[config.mk]
export PLATFORM = sky130hd
export DESIGN_NAME = uart_tx_arb
export DESIGN_NICKNAME = d
export VERILOG_FILES = /design/src/rtl/uart_tx_arb.sv
export SDC_FILE = /design/constraint.sdc
export NUM_CORES = 1
export LEC_CHECK = 0
export BUFFER_PORTS_ARGS = -buffer_cell sky130_fd_sc_hd__buf_4
export CORE_MARGIN = 2
export CORE_UTILIZATION = 55
export CTS_CLUSTER_SIZE = 10
export DETAILED_ROUTE_END_ITERATION = 12
export PLACE_DENSITY = 0.81
export SETUP_SLACK_MARGIN = 0.05
export SYNTH_ARGS = -nofsm -noshare
export SYNTH_HDL_FRONTEND = slang
export SYNTH_SLANG_ARGS = --single-unit
[constraint.sdc]
create_clock -name clk -period 2.45 [get_ports clk]
set_input_delay 0.49 -clock clk [delete_from_list [all_inputs] [get_ports clk]]
set_output_delay 0.49 -clock clk [all_outputs]
set_load 0.005 [all_outputs]
[src/rtl/uart_tx_arb.sv]
// Round-robin arbiter that shares one UART transmitter byte port between two
// byte streams, with packet-level grants, burst limiting and a busy timeout.
module uart_tx_arb #(
  parameter logic [15:0] MAX_BURST = 16'd64,
  parameter logic [7:0]  BUSY_TO   = 8'd15
) (
  input  logic       clk,
  input  logic       rst,
  input  logic       init_done,
  input  logic       req0,
  input  logic [7:0] data0,
  input  logic       last0,
  output logic       ack0,
  input  logic       req1,
  input  logic [7:0] data1,
  input  logic       last1,
  output logic       ack1,
  output logic       tx_start,
  output logic [7:0] tx_data,
  input  logic       tx_busy,
  output logic [1:0] gnt,
  output logic       to_err
);

  localparam int unsigned DW = 8;
  localparam int unsigned CW = 16;
  localparam int unsigned TW = 8;

  typedef enum logic [1:0] {
    S_IDLE,
    S_SEND,
    S_WAIT_BUSY,
    S_WAIT_DONE
  } state_e;

  state_e          state_q, state_d;
  logic [1:0]      gnt_q, gnt_d;
  logic            owner_q, owner_d;
  logic            last_owner_q, last_owner_d;
  logic [CW-1:0]   cnt_q, cnt_d;
  logic [TW-1:0]   to_cnt_q, to_cnt_d;
  logic            last_flag_q, last_flag_d;
  logic            tx_start_q, tx_start_d;
  logic [DW-1:0]   tx_data_q, tx_data_d;
  logic            ack0_q, ack0_d;
  logic            ack1_q, ack1_d;
  logic            to_err_q, to_err_d;

  logic            req_g;
  logic [DW-1:0]   data_g;
  logic            last_g;
  logic            pick;
  logic            byte_done;
  logic            release_now;

  // Inputs of the current owner
  assign req_g  = owner_q ? req1  : req0;
  assign data_g = owner_q ? data1 : data0;
  assign last_g = owner_q ? last1 : last0;

  // A finished byte ends the grant on packet end, burst limit, or loss of init
  assign release_now = last_flag_q || (cnt_q == MAX_BURST) || !init_done;

  always_ff @(posedge clk or negedge rst) begin
    if (!rst) begin
      state_q      <= S_IDLE;
      gnt_q        <= 2'b00;
      owner_q      <= 1'b0;
      last_owner_q <= 1'b1;
      cnt_q        <= '0;
      to_cnt_q     <= '0;
      last_flag_q  <= 1'b0;
      tx_start_q   <= 1'b0;
      tx_data_q    <= '0;
      ack0_q       <= 1'b0;
      ack1_q       <= 1'b0;
      to_err_q     <= 1'b0;
    end else begin
      state_q      <= state_d;
      gnt_q        <= gnt_d;
      owner_q      <= owner_d;
      last_owner_q <= last_owner_d;
      cnt_q        <= cnt_d;
      to_cnt_q     <= to_cnt_d;
      last_flag_q  <= last_flag_d;
      tx_start_q   <= tx_start_d;
      tx_data_q    <= tx_data_d;
      ack0_q       <= ack0_d;
      ack1_q       <= ack1_d;
      to_err_q     <= to_err_d;
    end
  end

  always_comb begin
    state_d      = state_q;
    gnt_d        = gnt_q;
    owner_d      = owner_q;
    last_owner_d = last_owner_q;
    cnt_d        = cnt_q;
    to_cnt_d     = to_cnt_q;
    last_flag_d  = last_flag_q;
    tx_data_d    = tx_data_q;
    tx_start_d   = 1'b0;
    ack0_d       = 1'b0;
    ack1_d       = 1'b0;
    to_err_d     = 1'b0;
    pick         = 1'b0;
    byte_done    = 1'b0;

    case (state_q)
      S_IDLE: begin
        if (init_done && (req0 || req1)) begin
          // On a tie the requester that did not own the last grant wins
          if (req0 && req1) pick = ~last_owner_q;
          else              pick = req1;
          owner_d = pick;
          gnt_d   = pick ? 2'b10 : 2'b01;
          state_d = S_SEND;
        end
      end

      S_SEND: begin
        if (!req_g) begin
          gnt_d        = 2'b00;
          last_owner_d = owner_q;
          cnt_d        = '0;
          state_d      = S_IDLE;
        end else if (!tx_busy) begin
          tx_start_d  = 1'b1;
          tx_data_d   = data_g;
          ack0_d      = ~owner_q;
          ack1_d      = owner_q;
          cnt_d       = cnt_q + CW'(1);
          last_flag_d = last_g;
          to_cnt_d    = '0;
          state_d     = S_WAIT_BUSY;
        end
      end

      S_WAIT_BUSY: begin
        if (tx_busy) begin
          to_cnt_d = '0;
          state_d  = S_WAIT_DONE;
        end else if (({1'b0, to_cnt_q} + (TW+1)'(1)) >= {1'b0, BUSY_TO}) begin
          to_err_d  = 1'b1;
          to_cnt_d  = '0;
          byte_done = 1'b1;
        end else begin
          to_cnt_d = to_cnt_q + TW'(1);
        end
      end

      S_WAIT_DONE: begin
        if (!tx_busy) byte_done = 1'b1;
      end

      default: state_d = S_IDLE;
    endcase

    if (byte_done) begin
      if (release_now) begin
        gnt_d        = 2'b00;
        last_owner_d = owner_q;
        cnt_d        = '0;
        state_d      = S_IDLE;
      end else begin
        state_d = S_SEND;
      end
    end
  end

  assign ack0     = ack0_q;
  assign ack1     = ack1_q;
  assign tx_start = tx_start_q;
  assign tx_data  = tx_data_q;
  assign gnt      = gnt_q;
  assign to_err   = to_err_q;

endmodule

==> results of run 1 <==
-- synthesized netlist by cell type (2+ instances only) --
master     n  area (µm²)
nand3b_1   2       15.01
nor3b_1    2       15.01
clkbuf_1   2       7.510
nand3_1    9       45.04
a21oi_1   20       100.1
nor2b_1    5       31.28
dfrtp_1   42        1051
nor3_2     6       60.06
buf_2      4       20.02
nand2_1   16       60.06
xor2_1     7       61.31
nor3_1    14       70.07
and2_1     5       31.28
nand4_1    5       31.28
ha_1       9       112.6
nor4_1     2       12.51
o211ai_1   2       15.01
mux2i_1   11       110.1
xnor2_1    9       78.83
and3_1     5       31.28
nor2_1    24       90.09
inv_1     11       41.29
o21ai_0    5       25.02
nand2b_1   3       18.77
a21oi_4    2       32.53
-- power by group through the flow --
stage | Clock (mW) | Sequential [mW] | Combinational (mW)
2_1_floorplan | 0 | 0.957 | 0.599
3_3_place_gp | 0 | 0.971 | 0.897
3_5_place_dp | 0 | 0.970 | 0.927
4_1_cts | 0.455 | 0.961 | 0.929
5_1_grt | 0.482 | 0.979 | 1.03
6_report | 0.441 | 0.963 | 0.925
-- routing by layer --
layer / up-vias / wire, µm / track usage (%)
met3: 7 / 222 / 4.762
met2: 53 / 2187 / 33.54
met5: - / 0 / 0
met1: 867 / 2340 / 30.32
met4: 0 / 73 / 7.051
li1: 947 / - / -
-- metrics by stage --
| stage | cell area (µm²) | setup slack, ns |
|---|---|---|
| floorplan | 2415 | 0.5705 |
| CTS | 2838 | 0.3361 |
| global placement | 2753 | 0.4455 |
| detailed placement | 2753 | 0.3561 |
| finish | 2838 | 0.3469 |
| global route | 2838 | 0.1461 |
-- state kept, by name, summed over array words and instances, names as in the netlist --
name	flops
cnt_q	16
to_cnt_q	8
tx_data	8
gnt	2
state_q	2
ack0	1
ack1	1
last_flag_q	1
last_owner_q	1
owner_q	1
to_err	1
tx_start	1
-- kinds of logic (layout without fill, tap and decap cells) --
logic type	count (synthesis)	in the layout	share of synthesized area, %
AO/OA/AOI/OAI	41	41	11.61
XOR/XNOR	16	16	5.803
adder cells (fa/ha/maj)	9	9	4.663
buffers and inverters	20	62	3.782
flip-flops	43	43	44.61
multiplexers	12	12	5.026
AND/OR/NAND/NOR	106	106	24.51
-- layout make-up --
class                           instances  area, µm²  share of cell area (%)
Multi-Input combinational cell        184       1246                   43.92
Sequential cell                        43       1077                   37.96
Timing Repair Buffer                   43      322.8                   11.38
Clock buffer                            6      72.57                   2.557
Tap cell                               52      65.06                   2.293
Inverter                               11      41.29                   1.455
Clock inverter                          2      12.51                  0.4409
-- path summary, 6_finish.rpt --
path / start / endpoint / slack, ns / depth (start not counted)
setup / recovery: to_cnt_q[0]$_DFFE_PN0P_ / cnt_q[8]$_DFF_PN0_ / 0.35 / 8
hold reg to reg: to_cnt_q[4]$_DFFE_PN0P_ / to_cnt_q[4]$_DFFE_PN0P_ / 0.53 / 1
max in group asynchronous: rst / to_cnt_q[5]$_DFFE_PN0P_ / 1.91 / 1
min in group clk: data0[1] / tx_data[1]$_DFFE_PN0P_ / 0.48 / 3
setup reg to reg: to_cnt_q[0]$_DFFE_PN0P_ / cnt_q[8]$_DFF_PN0_ / 0.35 / 8
hold / removal: rst / to_cnt_q[0]$_DFFE_PN0P_ / 0.17 / 1
==> results.toml, run 1 <==
[outcome]
status = "finished clean"

[route]
dr_total_vias = 1874
avgViaCountPerCell = 5.496
wire_per_inst_um = 14.14
ant_nets = 0
dr.pass1.iters = 4
drt-initial-drc-count = 117
drc = 0
wirelength_um = 4823

[power_and_ir_drop]
p_clk_share_pct = 18.9
p_sw_uw = 838.0
p_comb_share_pct = 39.7
switching_share_pct = 35.98
power_mw = 2.329
p_per_area_mw_per_mm2 = 820.7
leakage_nw = 1.310
p_int_mw = 1.491
seq_power_share_pct = 41.4
ir_drop_mv = 0.4683

[global_routing]
grt_max_degree = 44
grtUsageTotal_pct = 21.65
antenna_found_initial = 0
overflow = 0
grt_pass1_wl_um = 8445
grt_pass1_vias = 1879

[sta]
fin_crit_sh_pct = 85.84
hold_viol = 0
skew_ns = 0.002201
hold_ws_ns = 0.1674
timing.fmax_mhz = 475.5
finalSetupViolations = 0
slew-limit-headroom_pct = 64.20
worst_pin_slew_ns = 0.5371
rsz0062_at_grt = "false"
fin_setup_tns_ns = 0
finalMaxSlewViolations = 0
post-route-min-period_ns = 2.103

[critical_path]
start_kind = "register"
crit_buf_inv = 1
crit_arrival_ns = 2.32
cp.required_ns = 2.67
cp_common_cell = "a21oi_4"
criticalPathCategory = "reg -> reg"
slowest_delay_ns = 0.45
cp-end-kind = "register"
critPathTopFamily = "simple AND/OR/NAND/NOR gates"
crit_fanout = 18
cp_cell_sequence = "ha_1 -> and4_4 -> and4b_1 -> o22ai_2 -> a21oi_4 -> a21oi_4 -> buf_4 -> nor3_2"
slowest_stage = "dfrtp_1"

[min_path]
hold_class = "in -> async"

[yosys]
synthArstFlopShare_pct = 100.0
syn_avg_cell_area_um2 = 9.777
ys_ff_latch = 43
synth_cell_types = 50
synth_fp_nets = 280
yosysSeqAreaShare_pct = 44.61
synth_edf_count = 0
ys_warn_count = 0
synth_flop_cell = "dfrtp_1"
netlist_area_mm2 = 0.002415
synth_cells = 247

[die]
initial_core_util_pct = 56.24
die_area_mm2 = 0.004936
die_y_um = 70.26
ios = 38
die_w_um = 70.26
fp.coreArea_mm2 = 0.004294
core.rowCount = 24

[placed_design]
place_hpwl_um = 3542
place.gp.congestion = 0.8394
dp.cells = 333
port_buffers = 37

[layout]
finalCoreUtilization_pct = 66.08
layout_commonest_cell = "buf_4"
n_fill_cell = 344
drive_gt1_share_pct = 23.18
final_cells = 341
final_nets = 321
final_cell_mix = "43 x buf_4, 42 x dfrtp_1, 24 x nor2_1"
antennaDiodeCount = 0
area_growth_pct = 17.51

[clocking]
cts_buffer_depth = 2
cts_max_level = 2
clock-root-buffer = "clkbuf_8"
cts_sinks = 43
clk_latency_ns = 0.30
clk_pin_slew_ns = 0.08
cts_tree = "yes"
post-cts-setup-buffers = 0
postCtsHoldBufs = 0
cts_buffers = 5
cts_resized = 0

[run]
cap_violations = 0
No activity file was read; power rests on OpenSTA's default activity.
==> run 2, diff against run 1 <==
ABC_AREA = 1   (was not set)
==> run 2 against run 1 <==
Compared with the run above: global-route usage increased by 0.83 points; routed wire length rose by 1.2%; largest power group unchanged; clock-buffer cell count up 1; core utilization decreased by 0.67 points; critical path type unchanged.
==> results.toml, run 2 <==
[layout]
finalCoreUtilization_pct = 65.41
max_flop_register = "cnt_q"
drive_gt1_share_pct = 18.60
layout_commonest_cell = "nand2_1"
register_area_mm2 = 0.001077
n_fill_cell = 374
multiInputGateArea_mm2 = 0.001150
final_nets = 376
area_growth_pct = 16.56
final_cell_mix = "71 x nand2_1, 43 x nor2_1, 42 x dfrtp_1"
antennaDiodeCount = 0
largest_reg_flops = 16

[global_routing]
grt_pass1_wl_um = 8838
antenna_found_initial = 0
grt_max_degree = 44
overflow = 0
grt_pass1_vias = 2063
grtUsageTotal_pct = 22.47

[yosys]
ys_warn_count = 0
synth_flop_cell = "dfrtp_1"
synthArstFlopShare_pct = 100.0
synth.top_cells.by_area = "dfrtp_1 44%, nand2_1 11%, nor2_1 6.7%"
synthTopCellsByCount = "71 x nand2_1, 43 x nor2_1, 42 x dfrtp_1"
ys_ff_latch = 43
synth_top_area_share_pct = 43.61
yosysMostFrequentCell = "nand2_1"
synth_cell_types = 30
yosys.area.top_type = "dfrtp_1"
synth_edf_count = 0
netlist_area_mm2 = 0.002410
synth_fp_nets = 336
yosysSeqAreaShare_pct = 44.70
syn_avg_cell_area_um2 = 7.953
synth_cells = 303

[run]
cap_violations = 0

[die]
die_y_um = 70.19
die_w_um = 70.19
initial_core_util_pct = 56.12
ios = 38
fp.coreArea_mm2 = 0.004294
die_area_mm2 = 0.004927
core.rowCount = 24

[clocking]
clk_pin_slew_ns = 0.08
cts_tree = "yes"
post-cts-setup-buffers = 0
cts_max_level = 2
cts_buffers = 5
postCtsHoldBufs = 0
cts_sinks = 43
clk_latency_ns = 0.30
cts_buffer_depth = 2
cts_resized = 0
clock-root-buffer = "clkbuf_8"

[sta]
fin_setup_tns_ns = 0
worst_pin_slew_ns = 0.5256
timing.fmax_mhz = 486.4
hold_viol = 0
rsz0062_at_grt = "false"
fin_ws_ns = 0.3941
fin_crit_sh_pct = 83.91
finalSetupViolations = 0
post-route-min-period_ns = 2.056
slew-limit-headroom_pct = 64.96
finalMaxSlewViolations = 0
hold_ws_ns = 0.1672
skew_ns = 0.005066

[route]
dr_total_vias = 2036
wirelength_um = 4882
drt-initial-drc-count = 119
ant_nets = 0
wire_per_inst_um = 12.33
avgViaCountPerCell = 5.141
drc = 0
dr.pass1.iters = 4

[placed_design]
place_hpwl_um = 3694
port_buffers = 37
place.gp.congestion = 0.8262
pre_cts_ws_ns = 0.4200

[critical_path]
crit_end = "cnt_q[3]$_DFF_PN0_"
reg2reg_slack_ns = 0.39
cp-end-kind = "register"
start_kind = "register"
worst_r2r_path_depth = 9
worstSetupStartpoint = "state_q[1]$_DFFE_PN0P_"
r2r-end = "cnt_q[3]$_DFF_PN0_"
criticalPathCategory = "reg -> reg"
cp.required_ns = 2.64
crit_fanout = 12
crit_arrival_ns = 2.25
r2r-start = "state_q[1]$_DFFE_PN0P_"

[outcome]
status = "finished clean"

[power_and_ir_drop]
p_per_area_mw_per_mm2 = 858.6
switching_share_pct = 39.42
ir_drop_mv = 0.5659
p_int_mw = 1.461
p_comb_share_pct = 40.9
seq_power_share_pct = 41.1
power_mw = 2.412
p_sw_uw = 950.6
p_clk_share_pct = 18.0
leakage_nw = 1.408

[min_path]
hold_class = "in -> async"
[run 2: kinds of logic after synthesis]
group	after synthesis	share of synthesized area, %
adders and majority gates	9	4.673
buffers and inverters	44	7.580
and+or+nand+nor	167	31.57
xor gates and xnor gates	15	5.452
AOI/OAI and AO/OA	25	6.023
DFF	43	44.70
[run 2: worst min-delay path by stage]
stage	from	endpoint	slack [ns]
after detailed placement	last_owner_q$_DFF_PN1_	last_owner_q$_DFF_PN1_	0.49
after CTS	rst	cnt_q[2]$_DFF_PN0_	0.19
after global placement	last_owner_q$_DFF_PN1_	last_owner_q$_DFF_PN1_	0.48
final	rst	cnt_q[3]$_DFF_PN0_	0.17
after global routing	rst	cnt_q[5]$_DFF_PN0_	0.21
after floorplan	rst	ack0$_DFF_PN0_	0.19
[run 2: final cells by class]
class	instances	share of cell area, %
sequential	43	38.35
tap	52	2.316
clock inverter	1	0.1782
inverter	38	5.078
timing repair buffer	39	10.42
clock buffer	7	2.717
multi-input combinational	216	40.94
[run 2: worst max-delay path, stage by stage, from the launching register on]
cell	delay, ns
dfrtp_1	0.42
inv_1	0.11
ha_1	0.40
inv_1	0.20
nor2_1	0.19
inv_1	0.11
nor2_1	0.13
nand3_1	0.10
xor2_1	0.23
nor2_4	0.06
[run 2: stage by stage]
step                      instance area [µm²]  instances
after floorplan                          2410        303
after global placement                   2728        388
after detailed placement                 2728        388
after CTS                                2809        396
after global routing                     2809        396
final                                    2809        396
[run 2: power by group through the flow]
stage	combinational (mW)	sequential, mW	clock, mW
after floorplan	0.664	0.988	0
after global placement	0.963	0.992	0
after detailed placement	0.989	1.00	0
after CTS	0.994	0.988	0.440
after global routing	1.13	1.01	0.467
final	0.987	0.990	0.434
[run 2: layer usage]
layer	vias up	share of wire [%]	GRT usage [%]
li1	1039	-	-
met1	945	44	27.77
met2	40	51	38.52
met3	12	3.4	4.618
met4	0	2.5	8.761
met5	-	0	0
